--- src/rtl/prog_loader.sv ---
// Boot-time program loader: receives a checksummed byte-stream image, packs byte pairs
// into 16-bit words, writes them to instruction memory, then releases the core from reset.
module prog_loader #(
  parameter int unsigned ADDR_W  = 8,
  parameter int unsigned TIMEOUT = 0
) (
  input  logic              clk,
  input  logic              reset,
  input  logic              rx_valid,
  input  logic [7:0]        rx_byte,
  output logic              rx_ready,
  output logic              imem_we,
  output logic [ADDR_W-1:0] imem_addr,
  output logic [15:0]       imem_wdata,
  output logic              core_reset,
  output logic              load_done,
  output logic              load_err
);

  localparam int unsigned CNT_W = ADDR_W + 1;
  localparam int unsigned TMO_W = 32;

  typedef enum logic [2:0] {
    S_COUNT,
    S_HI,
    S_LO,
    S_CSUM,
    S_RUN,
    S_ERR
  } state_t;

  state_t             state, state_d;
  logic [CNT_W-1:0]   n_words, n_words_d;
  logic [CNT_W-1:0]   word_idx, word_idx_d;
  logic [7:0]         hi_byte, hi_byte_d;
  logic [7:0]         xor_acc, xor_acc_d;
  logic [TMO_W-1:0]   tmo_ctr, tmo_ctr_d;
  logic               ready_d, we_d, core_reset_d, done_d, err_d;
  logic [ADDR_W-1:0]  addr_d;
  logic [15:0]        wdata_d;
  logic               xfer, tmo_hit;
  logic [CNT_W-1:0]   idx_inc;

  assign xfer    = rx_valid & rx_ready;
  assign idx_inc = word_idx + CNT_W'(1);
  assign tmo_hit = (TIMEOUT != 0) && (tmo_ctr == TMO_W'(TIMEOUT - 1));

  // State register and all registered outputs
  always_ff @(posedge clk) begin
    if (reset) begin
      state      <= S_COUNT;
      n_words    <= '0;
      word_idx   <= '0;
      hi_byte    <= '0;
      xor_acc    <= '0;
      tmo_ctr    <= '0;
      rx_ready   <= 1'b1;
      imem_we    <= 1'b0;
      imem_addr  <= '0;
      imem_wdata <= '0;
      core_reset <= 1'b1;
      load_done  <= 1'b0;
      load_err   <= 1'b0;
    end else begin
      state      <= state_d;
      n_words    <= n_words_d;
      word_idx   <= word_idx_d;
      hi_byte    <= hi_byte_d;
      xor_acc    <= xor_acc_d;
      tmo_ctr    <= tmo_ctr_d;
      rx_ready   <= ready_d;
      imem_we    <= we_d;
      imem_addr  <= addr_d;
      imem_wdata <= wdata_d;
      core_reset <= core_reset_d;
      load_done  <= done_d;
      load_err   <= err_d;
    end
  end

  // Next-state, datapath and output decode
  always_comb begin
    state_d    = state;
    n_words_d  = n_words;
    word_idx_d = word_idx;
    hi_byte_d  = hi_byte;
    xor_acc_d  = xor_acc;
    tmo_ctr_d  = tmo_ctr;
    we_d       = 1'b0;
    addr_d     = imem_addr;
    wdata_d    = imem_wdata;

    case (state)
      S_COUNT: begin
        tmo_ctr_d = '0;
        if (xfer) begin
          // COUNT of zero selects a full memory image
          n_words_d  = (rx_byte == 8'd0) ? CNT_W'(2 ** ADDR_W) : CNT_W'(rx_byte);
          xor_acc_d  = rx_byte;
          word_idx_d = '0;
          state_d    = S_HI;
        end
      end
      S_HI, S_LO, S_CSUM: begin
        if (xfer) begin
          tmo_ctr_d = '0;
          xor_acc_d = xor_acc ^ rx_byte;
          if (state == S_HI) begin
            hi_byte_d = rx_byte;
            state_d   = S_LO;
          end else if (state == S_LO) begin
            we_d       = 1'b1;
            addr_d     = word_idx[ADDR_W-1:0];
            wdata_d    = {hi_byte, rx_byte};
            word_idx_d = idx_inc;
            state_d    = (idx_inc == n_words) ? S_CSUM : S_HI;
          end else begin
            state_d = (rx_byte == xor_acc) ? S_RUN : S_ERR;
          end
        end else if (tmo_hit) begin
          state_d = S_ERR;
        end else if (TIMEOUT != 0) begin
          tmo_ctr_d = tmo_ctr + TMO_W'(1);
        end
      end
      default: state_d = state;
    endcase

    ready_d      = (state_d == S_COUNT) || (state_d == S_HI) ||
                   (state_d == S_LO)    || (state_d == S_CSUM);
    core_reset_d = (state_d != S_RUN);
    done_d       = (state_d == S_RUN);
    err_d        = (state_d == S_ERR);
  end

endmodule

--- config.mk ---
export PLATFORM = sky130hd
export DESIGN_NAME = prog_loader
export DESIGN_NICKNAME = d
export VERILOG_FILES = /design/src/rtl/prog_loader.sv
export SDC_FILE = /design/constraint.sdc
export NUM_CORES = 1
export LEC_CHECK = 0
export ABC_CLOCK_PERIOD_IN_PS = 2200
export CAP_MARGIN = 15
export CORE_ASPECT_RATIO = 0.9
export CORE_MARGIN = 5
export CORE_UTILIZATION = 25
export DETAILED_ROUTE_END_ITERATION = 8
export PLACE_DENSITY = 0.45
export SLEW_MARGIN = 0
export SYNTH_ARGS = -nofsm -noshare
export SYNTH_HDL_FRONTEND = slang
export SYNTH_SLANG_ARGS = --single-unit
export TNS_END_PERCENT = 50
--- constraint.sdc ---
create_clock -name clk -period 2.2 [get_ports clk]
set_input_delay 0.44 -clock clk [delete_from_list [all_inputs] [get_ports clk]]
set_output_delay 0.44 -clock clk [all_outputs]
set_load 0.02 [all_outputs]
# == Word-level counts from Yosys, hierarchy flattened ==
# Cells that the tools add are included.
# totals
reg_bits,66
input_bits,11
wordCells,64
# op_classes
n_eq_ne,15
muxes,17
bitwise_logic,5
add_sub_neg,1
reduce_logical,14
# op_table
cell,n
$mux W9,5
$pmux W9 S2,1
$mux W8,2
$pmux W8 S2,1
$eq A3 B2 Y1 const B,4
$mux W3,4
$add A9 B1 Y9 const B,1
$eq A9 B9 Y1,1
$eq A8 B8 Y1,1
$logic_not A8 Y1,1
$ne A2 B2 Y1 const B,4
$xor A8 B8 Y8,1
$eq A3 B1 Y1 const B,2
$eq A3 B3 Y1 const B,2
$logic_not A3 Y1,2
$pmux W3 S2,1
$reduce_and A3 Y1,2
$reduce_and A5 Y1,1
$reduce_and A4 Y1,1
$reduce_or A4 Y1,1
$logic_or A1 B1 Y1,3
$ne A3 B3 Y1 const B,1
$not A1 Y1,3
$reduce_or A3 Y1,1
other kinds (5),6

# == Logic depth before layout (Yosys ltp) ==
# Gate-level depths: netlist of the first run.
# depth
word_depth,11
mapped_depth,8
mapped_depth_nobuf,6

# == Worst setup path before layout of the first run ==
# No wires, ideal clock.
# synth_timing
kind,flip-flop to flip-flop
startpoint,register word_idx[0]
endpoint,register state[1]
path_stages_with_launch,7
setup_ns,0.084
period_less_slack_ns,1.883
t_arrival_ns,1.799
path_slack_ns,0.317
n_path_buf,0
path_cell_list,dfxtp_1 -> ha_1 -> and4_4 -> nand4_1 -> xnor2_1 -> or4_1 -> o31ai_2
# synth_between
elab_chain_len,7
# synth_lines
element,line,rtl
start: declaration,34,"logic [CNT_W-1:0] word_idx, word_idx_d;"
start signal: assignment,67,word_idx <= word_idx_d;
$add A9 B1 Y9,45,assign idx_inc = word_idx + CNT_W'(1);
$eq A9 B9 Y1,116,state_d = (idx_inc == n_words) ? S_CSUM : S_HI;
$mux W2,116,
$mux W3,111,end else if (state == S_LO) begin
$mux W3,108,if (state == S_HI) begin
$mux W3,105,if (xfer) begin
$pmux W3 S2,93,case (state)
end signal: assignment,65,state <= state_d;
end: declaration,32,"state_t state, state_d;"
# No other way between the ends.
# A chain may end at the register's enable or synchronous reset.

# == Worst setup path in the final report of the first run ==
# Ends and elaborated chain as after synthesis.

==> metrics.csv, run 1 <==
stage;metric;value;unit
min_path;timing.hold.worst.class;flip-flop to flip-flop;
yosys;synth_area_per_cell;8.33;um^2
timing;count_of_final_max_slew_check_failures;0;
yosys;netlist_cell_types;41;
timing;max-slew-margin-rel;58.4;%
detailed_routing;antenna_violating_nets_post_route;0;
grt;via_count_of_the_first_global_routing_pass;2374;
grt;overflow;0;
cells_and_area;seq_area;1320;um^2
cells_and_area;nFillCells;1141;
setup_path;worstPathCellList;ha_1, buf_4, nand3_2, xor2_2, xnor2_1, or4_1, o31ai_2;
cells_and_area;layout.nets;397;
cts;tritoncts_num_sinks;66;
setup_path;worstSetupPathType;flip-flop to flip-flop;
yosys;netlist_top_cells_area;dfxtp_1 48%, nand2_1 12%, a21oi_1 7.2%;
cts;cts_repair_resizes;0;
cts;ctsHoldBuffers;0;
cts;cts-root-buf;clkbuf_16;
grt;largest_net_degree_at_the_start_of_global_routing;59;
detailed_routing;routed_via_density;4.51;
yosys;yosysTopAreaCellShare;47.8;%
grt;gr-usage-all-layers;12.0;%
cells_and_area;layout_commonest_cell;nand2_1;
cts;cts.repair_timing.setup_buffer_count;0;
placement;buffer_ports.inserted;39;
floorplanning;die_area;13300;um^2
cts;cts-root-to-sink-buffers;2;
timing;setup_repair_after_global_routing_missed_its_margin;no;
yosys;ys_async_sr_fraction;0;%
floorplanning;floorplan.rows;36;
cells_and_area;multiInputGateArea;1350;um^2
flow_run;maxCapViolCount;0;
yosys;synth.cell_area;2770;um^2
yosys;synth_top_area_cell;dfxtp_1;
timing;timing.setup.tns;0;ns
yosys;yosys_register_bits;66;
cells_and_area;most_used_cells_in_the_layout_excluding_fill_and_tap_cells;91 x nand2_1, 66 x dfxtp_1, 40 x a21oi_1;
setup_path;longest_individual_stage_delay_on_the_worst_path;0.52;ns
floorplanning;num_io_pins;40;
placement;placement.cell_area;3410;um^2
cells_and_area;area_delta_synth_final;34.9;%
timing;setup_viol_count_final;0;
setup_path;largest_fanout_on_the_critical_path;4;
timing;final.setup_skew;0.00360;ns
setup_path;required;2.45;ns
detailed_routing;routedWlPerCell;14.2;um
cells_and_area;antenna-diode-count;0;
setup_path;timing.critical_path.arrival;2.11;ns
cts;clk_pin_slew_worst_paths;0.06;ns
detailed_routing;detailedRoute.firstIterationViolations;87;
timing;worst_slack;0.331;ns
yosys;synth_edf_count;0;
cts;cts_htree_levels;3;
floorplanning;floorplan_core_area;10800;um^2
placement;setup_slack_after_placement;0.142;ns
cts;cts_buffers;9;
yosys;mappedNetlistNets;344;
status;status;completed;
timing;total_count_of_hold_check_failures_in_the_final_report;0;
placement;dpl.hpwl;5140;um
detailed_routing;drc;0;
timing;min_period;1.87;ns
cells_and_area;final_area;3730;um^2
floorplanning;die_x;121;um
cells_and_area;final_core_util;34.5;%
power;power_density;817;nW/um^2
yosys;synth_seq_area_share;47.8;%
detailed_routing;finalWirelength;7410;um
setup_path;worstSetupStartpointType;flip-flop;
setup_path;worst_setup_path_end_kind;flip-flop;
floorplanning;die_h;110;um
grt;wire_length_of_the_first_global_routing_pass;12300;um
floorplanning;start_util;25.6;%
yosys;yosys_most_used_dff;dfxtp_1;
timing;maxClockFrequency;0.535;GHz
timing;final.period_utilization;85.0;%
setup_path;reg2reg_setup_slack;0.33;ns
cts;tritoncts;built;
power;vdd_drop_max;0.293;mV
detailed_routing;dr_total_vias;2357;
yosys;synthesis.yosys.warnings;0;
setup_path;crit_path_top_delay_cell;or4_1;
placement;finalWeightedCongestion;0.742;
detailed_routing;detailedRoute.firstPassIterationCount;4;
cts;clock_insertion_delay_worst_skew;0.33;ns
grt;number_of_antenna_violations_at_the_first_check_in_global_routing;0;
timing;timing_worst_slew_pin_value;0.624;ns
yosys;syn-instance-count;332;
power;p_leak;1.35;nW
cells_and_area;drive_above_1_share;11.5;%
## worst max-delay path, delay by kind of cell, from the launching register on
kind	cells	cell delay (ns)
buffers and inverters	1	0.15
adders and majority gates	1	0.24
DFF	1	0.33
and+or+nand+nor	2	0.60
AOI/OAI and AO/OA	1	0.18
xor gates and xnor gates	2	0.29
## cell type report
type | instances | area share [%]
clock buffer | 9 | 6.04
clock inverter | 7 | 2.52
multi-input combinational | 246 | 36.1
sequential | 66 | 35.4
inverter | 2 | 0.201
timing repair buffer | 60 | 15.2
tap | 133 | 4.46
## report_power, final
part	internal (mW)	total, mW	switching [mW]
combinational	0.114	0.257	0.143
clock	0.989	1.53	0.543
sequential	1.23	1.26	0.0272
## stage by stage
stage | power [mW] | cells | hold slack (ns)
detailed placement | 1.54 | 507 | 0.450
global route | 3.19 | 523 | 0.477
floorplan | 1.43 | 332 | 0.431
CTS | 3.09 | 523 | 0.455
global placement | 1.54 | 507 | 0.439
finish | 3.05 | 523 | 0.453
## kinds of logic after synthesis
kind of cell	share of synthesized area [%]
muxes	3.26
and+or+nand+nor	24.1
AOI/OAI and AO/OA	10.5
adders and majority gates	0.452
DFF	47.8
xor gates and xnor gates	10.4
buffers and inverters	3.48
## path summary, 6_finish.rpt
path	startpoint	to	cells after the start
hold / removal	hi_byte[0]	imem_wdata[8]	2
hold reg to reg	hi_byte[0]	imem_wdata[8]	2
setup reg to reg	word_idx[0]	state[1]	7
setup / recovery	word_idx[0]	state[1]	7
## flip-flops by register name, indices dropped and copies added, names as in the netlist, 3 cells and up
name        cells
hi_byte         8
imem_addr       8
imem_wdata     16
n_words         9
state           3
word_idx        9
xor_acc         8
## metal layers
metal	share of wire, %	up-vias	GRT usage, %
li1	-	1201	-
met4	0.78	0	3.40
met5	0	-	0
met3	4.7	4	4.17
met2	44	46	18.3
met1	51	1106	16.1
## synth_stat cells (all sizes together), types with 2 or more instances
| library cell | number |
|---|---|
| a21oi | 40 |
| and2 | 2 |
| buf | 8 |
| clkbuf | 10 |
| dfxtp | 66 |
| mux2i | 9 |
| nand2 | 91 |
| nand2b | 3 |
| nand3 | 5 |
| nand3b | 3 |
| nand4 | 2 |
| nor2 | 26 |
| nor3 | 4 |
| nor4 | 4 |
| o21ai | 9 |
| xnor2 | 17 |
| xor2 | 15 |
Power figures use the tool's default switching activity.
==> run 2: changes to the inputs <==
--- a/config.mk
+++ b/config.mk
@@ -5,13 +5,13 @@
 export SDC_FILE = /design/constraint.sdc
 export NUM_CORES = 1
 export LEC_CHECK = 0
-export ABC_CLOCK_PERIOD_IN_PS = 2200
+export ABC_CLOCK_PERIOD_IN_PS = 1700
 export CAP_MARGIN = 15
 export CORE_ASPECT_RATIO = 0.9
 export CORE_MARGIN = 5
 export CORE_UTILIZATION = 25
 export DETAILED_ROUTE_END_ITERATION = 8
-export PLACE_DENSITY = 0.45
+export PLACE_DENSITY = 0.46
 export SLEW_MARGIN = 0
 export SYNTH_ARGS = -nofsm -noshare
 export SYNTH_HDL_FRONTEND = slang
==> constraint.sdc (replaced) <==
create_clock -name clk -period 1.7 [get_ports clk]
set_input_delay 0.34 -clock clk [delete_from_list [all_inputs] [get_ports clk]]
set_output_delay 0.34 -clock clk [all_outputs]
set_load 0.02 [all_outputs]
==> run 2 against run 1 <==
Effect of this change:
- the run now ends with setup timing left
- power rose by 27%
- worst hold slack got worse by 0.0019 ns
- via count rose by 3.5%
- flip-flop and latch count did not move
- combinational power rose by 39%
- count of clock-buffer cells in the layout rose by 4
- core utilization rose by 1.4 points
- register-to-register slack got worse by 0.40 ns
- sequential share of layout area fell by 1.2 points
- die area did not move
- setup slack got worse by 0.40 ns
- critical endpoint unchanged
- highest routed layer unchanged
==> metrics.csv, run 2 (synthesized netlist as in run 1, its figures left out) <==
stage;metric;value;unit;change
grt;overflow;0;;unchanged
setup_path;reg2reg_setup_slack;-0.07;ns;-0.40 ns
power;p_leak;1.46;nW;+7.9%
cts;tritoncts;built;;
cells_and_area;registers.top_by_ff_count;imem_wdata;;
placement;buffer_ports.inserted;39;;unchanged
cts;tritoncts_num_sinks;66;;unchanged
timing;maxClockFrequency;0.566;GHz;+5.8%
timing;max-slew-margin-rel;58.6;%;+0.22 points
placement;placement.cell_area;3540;um^2;+3.7%
timing;timing.setup.tns;-0.0666;ns;-0.0666 ns
floorplanning;start_util;25.6;%;unchanged
floorplanning;floorplan_core_area;10800;um^2;unchanged
min_path;min-delay-start;hi_byte[4];;
floorplanning;die_h;110;um;unchanged
grt;via_count_of_the_first_global_routing_pass;2489;;+4.8%
timing;final.setup_skew;0.00388;ns;+0.000288 ns
detailed_routing;routed_via_density;4.52;;+0.22%
floorplanning;floorplan.rows;36;;unchanged
grt;largest_net_degree_at_the_start_of_global_routing;59;;unchanged
flow_run;maxCapViolCount;0;;unchanged
timing;timing_worst_slew_pin_value;0.620;ns;-0.00337 ns
timing;setup_viol_count_final;1;;+1
placement;finalWeightedCongestion;0.757;;+2.0%
cells_and_area;final_core_util;35.9;%;+1.4 points
timing;total_count_of_hold_check_failures_in_the_final_report;0;;unchanged
cells_and_area;area_delta_synth_final;40.4;%;
detailed_routing;antenna_violating_nets_post_route;0;;unchanged
setup_path;timing.critical_path.from;word_idx[0];;
min_path;worst_hold_path.num_cells;2;;unchanged
cells_and_area;antenna-diode-count;0;;unchanged
timing;worst_slack;-0.0666;ns;-0.398 ns
timing;setup_repair_after_global_routing_missed_its_margin;yes;;
cells_and_area;multiInputGateArea;1380;um^2;+2.0%
status;status;finished with violations;;
cells_and_area;drive_above_1_share;16.5;%;+4.9 points
cells_and_area;layout.nets;415;;+4.5%
setup_path;r2r.worst_path.cells;6;;-1
detailed_routing;finalWirelength;7460;um;+0.74%
setup_path;r2r-start;word_idx[0];;
timing;count_of_final_max_slew_check_failures;0;;unchanged
min_path;timing.hold.worst.class;flip-flop to flip-flop;;
timing;final.period_utilization;104;%;+19 points
detailed_routing;drc;0;;unchanged
detailed_routing;detailedRoute.firstIterationViolations;155;;+78%
setup_path;timing.critical_path.arrival;2.01;ns;-0.10 ns
setup_path;worstSetupStartpointType;flip-flop;;
timing;min_period;1.77;ns;-0.102 ns
status;violated_checks;setup timing;;
floorplanning;die_x;121;um;unchanged
cts;cts_buffers;9;;unchanged
setup_path;required;1.94;ns;-0.51 ns
cells_and_area;most_used_cells_in_the_layout_excluding_fill_and_tap_cells;91 x nand2_1, 64 x dfxtp_1, 39 x a21oi_1;;
cts;cts_htree_levels;3;;unchanged
cells_and_area;final_area;3880;um^2;+4.1%
cells_and_area;largest_reg_flops;16;;unchanged
cts;cts-root-to-sink-buffers;2;;unchanged
cells_and_area;layout_commonest_cell;nand2_1;;
cts;clock_insertion_delay_worst_skew;0.32;ns;about the same
floorplanning;die_area;13300;um^2;unchanged
grt;gr-usage-all-layers;12.3;%;+0.25 points
detailed_routing;dr_total_vias;2439;;+3.5%
setup_path;worst_setup_path_end_kind;flip-flop;;
detailed_routing;routedWlPerCell;13.8;um;-2.4%
cells_and_area;nFillCells;1153;;+1.1%
floorplanning;num_io_pins;40;;unchanged
cts;clk_pin_slew_worst_paths;0.05;ns;about the same
setup_path;worstSetupPathType;flip-flop to flip-flop;;
grt;wire_length_of_the_first_global_routing_pass;12700;um;+3.8%
setup_path;crit_path_end;state[1];;
cells_and_area;seq_area;1330;um^2;+0.57%
placement;dpl.hpwl;5260;um;+2.2%
cts;cts-root-buf;clkbuf_16;;
grt;number_of_antenna_violations_at_the_first_check_in_global_routing;0;;unchanged
setup_path;largest_fanout_on_the_critical_path;5;;+1
power;power_density;998;nW/um^2;+22%
cells_and_area;largestRegisters;imem_wdata: 16 flops, n_words: 9 flops, word_idx: 9 flops;;
power;vdd_drop_max;0.579;mV;+97%
detailed_routing;detailedRoute.firstPassIterationCount;5;;+1
setup_path;worst_r2r_endpoint;state[1];;
==> run 2: worst min path at each step <==
stage                endpoint
2_1_floorplan  imem_wdata[10]
3_3_place_gp   imem_wdata[14]
3_5_place_dp     imem_addr[3]
4_1_cts              state[1]
5_1_grt         imem_wdata[7]
6_report       imem_wdata[12]
==> run 2: stage by stage <==
step / hold slack (ns) / setup WS, ns / total power [mW] / instances
after floorplan: 0.431 / 0.0121 / 1.85 / 332
after global placement: 0.444 / -0.342 / 2.01 / 523
after detailed placement: 0.450 / -0.383 / 2.01 / 523
after CTS: 0.455 / -0.0778 / 3.94 / 541
after global routing: 0.478 / -0.156 / 4.05 / 540
final: 0.451 / -0.0666 / 3.87 / 540
==> run 2: cell type report <==
type	count	area share [%]
clock buffer	13	6.96
timing repair buffer	78	18.0
inverter	2	0.193
tap	133	4.29
sequential	66	34.2
multi-input combinational	246	35.4
clock inverter	2	0.902
==> run 2: what timing repair did <==
| item | 4_1_cts | 5_1_grt |
|---|---|---|
| hold endpoints to repair | 0 | 0 |
| endpoints found under the setup margin | 3 | 6 |
| hold buffers | 0 | 0 |
| pin swaps | 3 | 2 |
| gates resized for setup | 4 | 3 |
| setup buffers | 3 | 0 |
==> run 2: metal layers <==
metal | vias to the layer above | GRT usage (%) | part of all wire, %
li1 | 1238 | - | -
met1 | 1140 | 16.0 | 49
met4 | 0 | 3.07 | 0.71
met3 | 8 | 4.89 | 6.1
met5 | - | 0 | 0
met2 | 53 | 18.9 | 44
==> run 2: power breakdown <==
part | switching (mW) | leakage [nW] | internal, mW | total (mW)
Clock | 0.648 | 0.152 | 1.24 | 1.89
Sequential | 0.0322 | 0.537 | 1.59 | 1.62
Combinational | 0.193 | 0.771 | 0.165 | 0.357
Total | 0.873 | 1.46 | 3.00 | 3.87
==> run 2: critical path: stages, from the launching register on <==
cell     delay, ns
dfxtp_4       0.35
ha_4          0.17
and4_4        0.23
nand4_1       0.14
xnor2_1       0.18
or4_1         0.42
o31ai_2       0.19
